## config.mk

```make
export PLATFORM = sky130hd
export DESIGN_NAME = ball_ctrl
export DESIGN_NICKNAME = d
export VERILOG_FILES = /design/src/rtl/pong_pkg.sv /design/src/rtl/ball_ctrl.sv
export SDC_FILE = /design/constraint.sdc
export NUM_CORES = 1
export LEC_CHECK = 0
export BUFFER_PORTS_ARGS = -buffer_cell sky130_fd_sc_hd__buf_2
export CAP_MARGIN = 20
export CORE_MARGIN = 1
export CORE_UTILIZATION = 60
export DETAILED_ROUTE_END_ITERATION = 6
export GPL_TIMING_DRIVEN = 0
export PLACE_DENSITY = 0.91
export SYNTH_ARGS = -nofsm -noshare
export SYNTH_HDL_FRONTEND = slang
export SYNTH_SLANG_ARGS = --single-unit
```

## constraint.sdc

```tcl
create_clock -name clk -period 10.8 [get_ports clk]
set_clock_uncertainty 0.15 [all_clocks]
set_input_delay 2.16 -clock clk [delete_from_list [all_inputs] [get_ports clk]]
set_output_delay 2.16 -clock clk [all_outputs]
set_load 0.02 [all_outputs]
```

## src/rtl/pong_pkg.sv

```systemverilog
// Shared pong types: FSM encoding, position widths and default screen centre.
package pong_pkg;

  localparam int unsigned X_W          = 10;
  localparam int unsigned Y_W          = 9;
  localparam int unsigned CNT_W        = 8;
  localparam int unsigned SCREEN_W_DEF = 640;
  localparam int unsigned SCREEN_H_DEF = 480;
  localparam int unsigned CENTER_X     = SCREEN_W_DEF / 2;
  localparam int unsigned CENTER_Y     = SCREEN_H_DEF / 2;

  typedef enum logic [1:0] {
    ST_IDLE  = 2'd0,
    ST_SERVE = 2'd1,
    ST_PLAY  = 2'd2
  } state_t;

endpackage

```

## src/rtl/ball_ctrl.sv

```systemverilog
// Frame-rate ball motion controller: serve/play/score sequencing and ball position.
module ball_ctrl
  import pong_pkg::*;
#(
  parameter int unsigned SCREEN_W    = SCREEN_W_DEF,
  parameter int unsigned SCREEN_H    = SCREEN_H_DEF,
  parameter int unsigned BALL_SIZE   = 10,
  parameter int unsigned SPEED       = 2,
  parameter int unsigned SERVE_DELAY = 60
) (
  input  logic           clk,
  input  logic           rst_n,
  input  logic           frame_tick,
  input  logic           start,
  input  logic           coll_l,
  input  logic           coll_r,
  output logic [X_W-1:0] ball_x,
  output logic [Y_W-1:0] ball_y,
  output logic           in_play,
  output logic           score_l,
  output logic           score_r
);

  // 11-bit intermediates keep every bound check and step free of wrap-around.
  localparam int unsigned AW = 11;
  localparam logic [X_W-1:0]   CX     = X_W'(SCREEN_W / 2);
  localparam logic [Y_W-1:0]   CY     = Y_W'(SCREEN_H / 2);
  localparam logic [AW-1:0]    HALF   = AW'(BALL_SIZE / 2);
  localparam logic [AW-1:0]    SPD    = AW'(SPEED);
  localparam logic [AW-1:0]    X_MAX  = AW'(SCREEN_W - 1);
  localparam logic [AW-1:0]    Y_MAX  = AW'(SCREEN_H - 1);
  localparam logic [CNT_W-1:0] RELOAD = CNT_W'(SERVE_DELAY);

  state_t           state_q, state_d;
  logic [X_W-1:0]   x_q, x_d;
  logic [Y_W-1:0]   y_q, y_d;
  logic             dir_x_q, dir_x_d;
  logic             dir_y_q, dir_y_d;
  logic [CNT_W-1:0] cnt_q, cnt_d;
  logic             in_play_q, score_l_q, score_r_q;
  logic             score_l_d, score_r_d;
  logic             dx, dy, bounce;
  logic [AW-1:0]    x_w, y_w;

  assign x_w = AW'(x_q);
  assign y_w = AW'(y_q);

  // State, position, direction, counter and output registers.
  always_ff @(posedge clk or negedge rst_n) begin
    if (!rst_n) begin
      state_q   <= ST_IDLE;
      x_q       <= CX;
      y_q       <= CY;
      dir_x_q   <= 1'b1;
      dir_y_q   <= 1'b1;
      cnt_q     <= '0;
      in_play_q <= 1'b0;
      score_l_q <= 1'b0;
      score_r_q <= 1'b0;
    end else begin
      state_q   <= state_d;
      x_q       <= x_d;
      y_q       <= y_d;
      dir_x_q   <= dir_x_d;
      dir_y_q   <= dir_y_d;
      cnt_q     <= cnt_d;
      in_play_q <= (state_d == ST_PLAY);
      score_l_q <= score_l_d;
      score_r_q <= score_r_d;
    end
  end

  // Next-state: serve countdown, then per-tick bounce, score and step in priority order.
  always_comb begin
    state_d   = state_q;
    x_d       = x_q;
    y_d       = y_q;
    dir_x_d   = dir_x_q;
    dir_y_d   = dir_y_q;
    cnt_d     = cnt_q;
    score_l_d = 1'b0;
    score_r_d = 1'b0;
    dx        = dir_x_q;
    dy        = dir_y_q;
    bounce    = 1'b0;

    case (state_q)
      ST_IDLE: begin
        if (start) begin
          state_d = ST_SERVE;
          cnt_d   = RELOAD;
        end
      end

      ST_SERVE: begin
        if (frame_tick) begin
          if (cnt_q <= CNT_W'(1)) begin
            state_d = ST_PLAY;
            cnt_d   = '0;
          end else begin
            cnt_d = cnt_q - CNT_W'(1);
          end
        end
      end

      ST_PLAY: begin
        if (frame_tick) begin
          if (coll_l && !dx) begin
            dx     = 1'b1;
            bounce = 1'b1;
          end else if (coll_r && dx) begin
            dx     = 1'b0;
            bounce = 1'b1;
          end
          if (!dy && (y_w < HALF + SPD)) begin
            dy = 1'b1;
          end else if (dy && (y_w + HALF + SPD > Y_MAX)) begin
            dy = 1'b0;
          end

          if (!bounce && !dx && (x_w < HALF + SPD)) begin
            score_r_d = 1'b1;
            x_d       = CX;
            y_d       = CY;
            dir_x_d   = 1'b0;
            dir_y_d   = ~dy;
            state_d   = ST_SERVE;
            cnt_d     = RELOAD;
          end else if (!bounce && dx && (x_w + HALF + SPD > X_MAX)) begin
            score_l_d = 1'b1;
            x_d       = CX;
            y_d       = CY;
            dir_x_d   = 1'b1;
            dir_y_d   = ~dy;
            state_d   = ST_SERVE;
            cnt_d     = RELOAD;
          end else begin
            dir_x_d = dx;
            dir_y_d = dy;
            x_d     = X_W'(dx ? (x_w + SPD) : (x_w - SPD));
            y_d     = Y_W'(dy ? (y_w + SPD) : (y_w - SPD));
          end
        end
      end

      default: state_d = ST_IDLE;
    endcase
  end

  assign ball_x  = x_q;
  assign ball_y  = y_q;
  assign in_play = in_play_q;
  assign score_l = score_l_q;
  assign score_r = score_r_q;

endmodule
```

==> summary.md <==
| Metric | Value |
|---|---|
| Status | `finished clean` |
| Flop pwr share | `a little over a third` |
| RSZ-0062 raised after global routing | `false` |
| Crit start category | `input pin` |
| Post-Synth Adder-Cell Area | `roughly an eighth` |
| Period utilisation layout | `41.40%` |
| Relative slew slack | `between 50% and 60%` |
| CP Data Arrival Time | `approximately 4.6 ns` |
| PD cells | `between 150 and 200 mW/mm²` |
| Setup TNS | `0 ns` |
| Slew of the pin with the lowest slew margin | `approximately 0.74 ns` |
| Avg Cell Area, Syn | `slightly above 9 µm²` |
| Worst path slowest cell | `o41ai_1` |
| GP Congestion | `0.8190` |
| Largest net degree at the start of global routing | `33` |
| Final Max Tran Viols | `0` |
| Gr usage total | `around 28%` |
| Net Sw Frac | `39.01%` |
| Gate power share | `approximately 44%` |
| Ratio of cells with drive above 1 in the final layout | `17.75%` |
| Distinct cells, synth | `51` |
| HPWL after DPL | `3819 µm` |
| P_sw | `a little under 0.2 mW` |
| # resized after CTS | `0` |
| Wire per inst | `~16 µm` |
| Vias per cell | `6.243` |
| Max cap viols | `0` |
| CP dominant cell by count | `nor2_1` |
| Initial drt markers | `147` |
| Async S/R FF share, synth | `100.0%` |
| Multiplexer share of the synthesized area | `around 2.2%` |
| Main synth FF type | `dfrtp_1` |
| Xor and xnor area share after synthesis | `~4.4%` |
| Most common cell after layout, fill and taps aside | `nor2_1` |
| Post-CTS Setup Repair Bufs | `0` |
| Max Clock Freq | `~220 MHz` |
| Worst VDD drop | `91.21 µV` |
| Routed vias | `around 2,100` |
| Post-synthesis instance area | `approximately 0.0024 mm²` |
| Final hold violations | `0` |
| P_int | `0.3035 mW` |
| Clk Latency, worst-skew pair | `slightly below 0.3 ns` |
| Largest family of logic cells by synthesized area | `compound AO/OA/AOI/OAI gates` |
| Synth area leaders | `dfrtp_1 (25%), ha_1 (10%), dfstp_2 (8.9%)` |
| Vias in the first global route | `between 2,000 and 2,500` |
| Nets | `approximately 320` |
| Sink Count | `32` |
| Register area share after synthesis | `~34%` |
| Minimum clock period | `roughly 4.5 ns` |
| Clock slew at reported path FFs | `0.07 ns` |
| Die Y | `64.90 µm` |
| Hold buffers post-CTS | `0` |
| Placed cell count | `roughly 330` |
| Global route total overflow | `0` |
| Residual DRC | `0` |
| # port buffers | `25` |
| Setup Crit Path Kind | `in -> reg` |
| WL final | `approximately 5300 µm` |
| CTS tree | `built` |
| Initial antenna violation count | `0` |
| CP peak stage delay | `0.37 ns` |
| Crit Path Max Fanout | `10` |
| Clock Path Buffers | `2` |
| Setup violations, final | `0` |
| Yosys top cell by area | `dfrtp_1` |
| Area Overhead vs Synth | `12.18%` |
| Die X | `around 65 µm` |
| Simple-Gate Fraction of Synth Area | `about 17%` |
| Share of the synthesized area in the top cell type | `between 20% and 30%` |
| Crit path required time | `around 11 ns` |
| Static Leak | `around 1.2 nW` |
| H-tree levels | `2` |
| CP endpoint kind | `flop` |
| Non-filler cells, final | `between 300 and 400` |
| Power share of the clock group | `between 20% and 30%` |
| Core ar. | `~0.0037 mm²` |
| Post-route ant nets | `0` |
| Root Driver | `clkbuf_8` |
| FP Rows | `22` |
| Initial core utilization | `between 60% and 70%` |
| Number of synthesized flops with an enable pin | `0` |
| Worst min-delay path class | `reg -> reg` |
| Yosys reg bits | `32` |
| Cell Chain, Critical Path | `buf_2 > nor2_1 > a21o_1 > ha_1 > a21oi_1 > o211ai_1 > o41ai_1 > xnor2_1 > o311a_1 > nor2_1` |
| Most frequent cells in the layout | `nor2_1 (32), buf_2 (27), dfrtp_1 (24)` |
| 1st-pass router iterations | `4` |
| Cells after Synth | `roughly 260` |
| Ys Warns | `0` |
| First-pass GRT wire length | `~9000 µm` |
| IO Pins | `28` |
| Compound-Gate Fraction of Synth Area | `27.04%` |
| CTS Buf Count | `5` |
| Diode count | `0` |
| Die area | `roughly 0.0042 mm²` |
cells in the mapped netlist, types with 3 or more instances:
| cell type | count |
|---|---|
| nand4_1 | 3 |
| a21o_1 | 6 |
| nor2_1 | 32 |
| o211ai_1 | 9 |
| o2bb2ai_1 | 8 |
| nand2b_1 | 4 |
| dfrtp_1 | 24 |
| o21a_1 | 4 |
| dfstp_2 | 8 |
| mux2i_1 | 3 |
| xnor2_1 | 5 |
| nand3_1 | 8 |
| or3_1 | 3 |
| a22o_1 | 8 |
| inv_1 | 13 |
| xor2_1 | 7 |
| nor3_1 | 5 |
| o21ai_0 | 13 |
| o21bai_1 | 4 |
| ha_1 | 19 |
| nand2_1 | 15 |
| or4_1 | 4 |
| a21oi_1 | 14 |
| or2_2 | 3 |
power groups by stage:
stage	sequential, mW	clock, mW	combinational [mW]
floorplan	0.176	0	0.170
global placement	0.174	0	0.210
detailed placement	0.176	0	0.217
CTS	0.174	0.104	0.219
global route	0.178	0.109	0.247
finish	0.175	0.102	0.221
per-stage QoR:
| stage | power, mW | cell area [µm²] | utilization (%) | setup slack [ns] | hold slack (ns) |
|---|---|---|---|---|---|
| final | 0.4975 | 2663 | 71.65 | 6.329 | 0.3488 |
| after global routing | 0.5336 | 2663 | 71.65 | 6.121 | 0.3570 |
| after CTS | 0.4975 | 2663 | 71.65 | 6.305 | 0.3398 |
| after detailed placement | 0.3927 | 2562 | 68.96 | 6.004 | 0.3224 |
| after global placement | 0.3837 | 2562 | 68.96 | 6.093 | 0.3256 |
| after floorplan | 0.3453 | 2377 | - | 6.613 | 0.2984 |
metal layers:
layer	part of all wire, %	vias to the layer above	track usage (%)
li1	-	1037	-
met1	46	1024	35.31
met2	47	58	45.70
met3	4.6	10	7.218
met4	2.1	0	14.17
met5	0	-	0
final cells by class:
cell class	instances	area, µm²
buffer	6	32.53
clock buffer	8	100.1
fill	317	1054
inverter	13	48.80
multi-input combinational	209	1485
sequential	32	810.8
tap	48	60.06
timing repair buffer	25	125.1
final timing paths:
check / from / endpoint / slack (ns) / cells after the start
max in group asynchronous: rst_n / ball_x[7]$_DFFE_PN0P_ / 8.27 / 1
max: coll_l / ball_x[9]$_DFFE_PN0P_ / 6.33 / 10
max reg2reg: ball_y[1]$_DFFE_PN0P_ / ball_y[8]$_DFFE_PN0P_ / 6.69 / 13
min reg2reg: dir_y_q$_DFFE_PN1P_ / dir_y_q$_DFFE_PN1P_ / 0.35 / 2
min: dir_y_q$_DFFE_PN1P_ / dir_y_q$_DFFE_PN1P_ / 0.35 / 2
min in group asynchronous: rst_n / ball_y[2]$_DFFE_PN0P_ / 1.77 / 1
worst max-delay path, delay by kind of cell:
kind            cells  cell delay, ns
xor+xnor            1            0.18
simple gates        2            0.26
buf+inv             1            0.10
compound gates      5            1.49
fa+ha+maj           1            0.36
registers in the layout, summed over array words and instances, names as in the netlist:
| register | flops |
|---|---|
| dir_y_q | 1 |
| score_l | 1 |
| state_q | 2 |
| ball_y | 8 |
| cnt_q | 8 |
| in_play | 1 |
| score_r | 1 |
| dir_x_q | 1 |
| ball_x | 9 |
kinds of logic after synthesis:
group,after synthesis
AO/OA/AOI/OAI,85
XOR/XNOR,12
multiplexers,5
other,1
adder cells (fa/ha/maj),21
flip-flops,32
AND/OR/NAND/NOR,84
buffers and inverters,19
(Power assumes the default switching activity.)
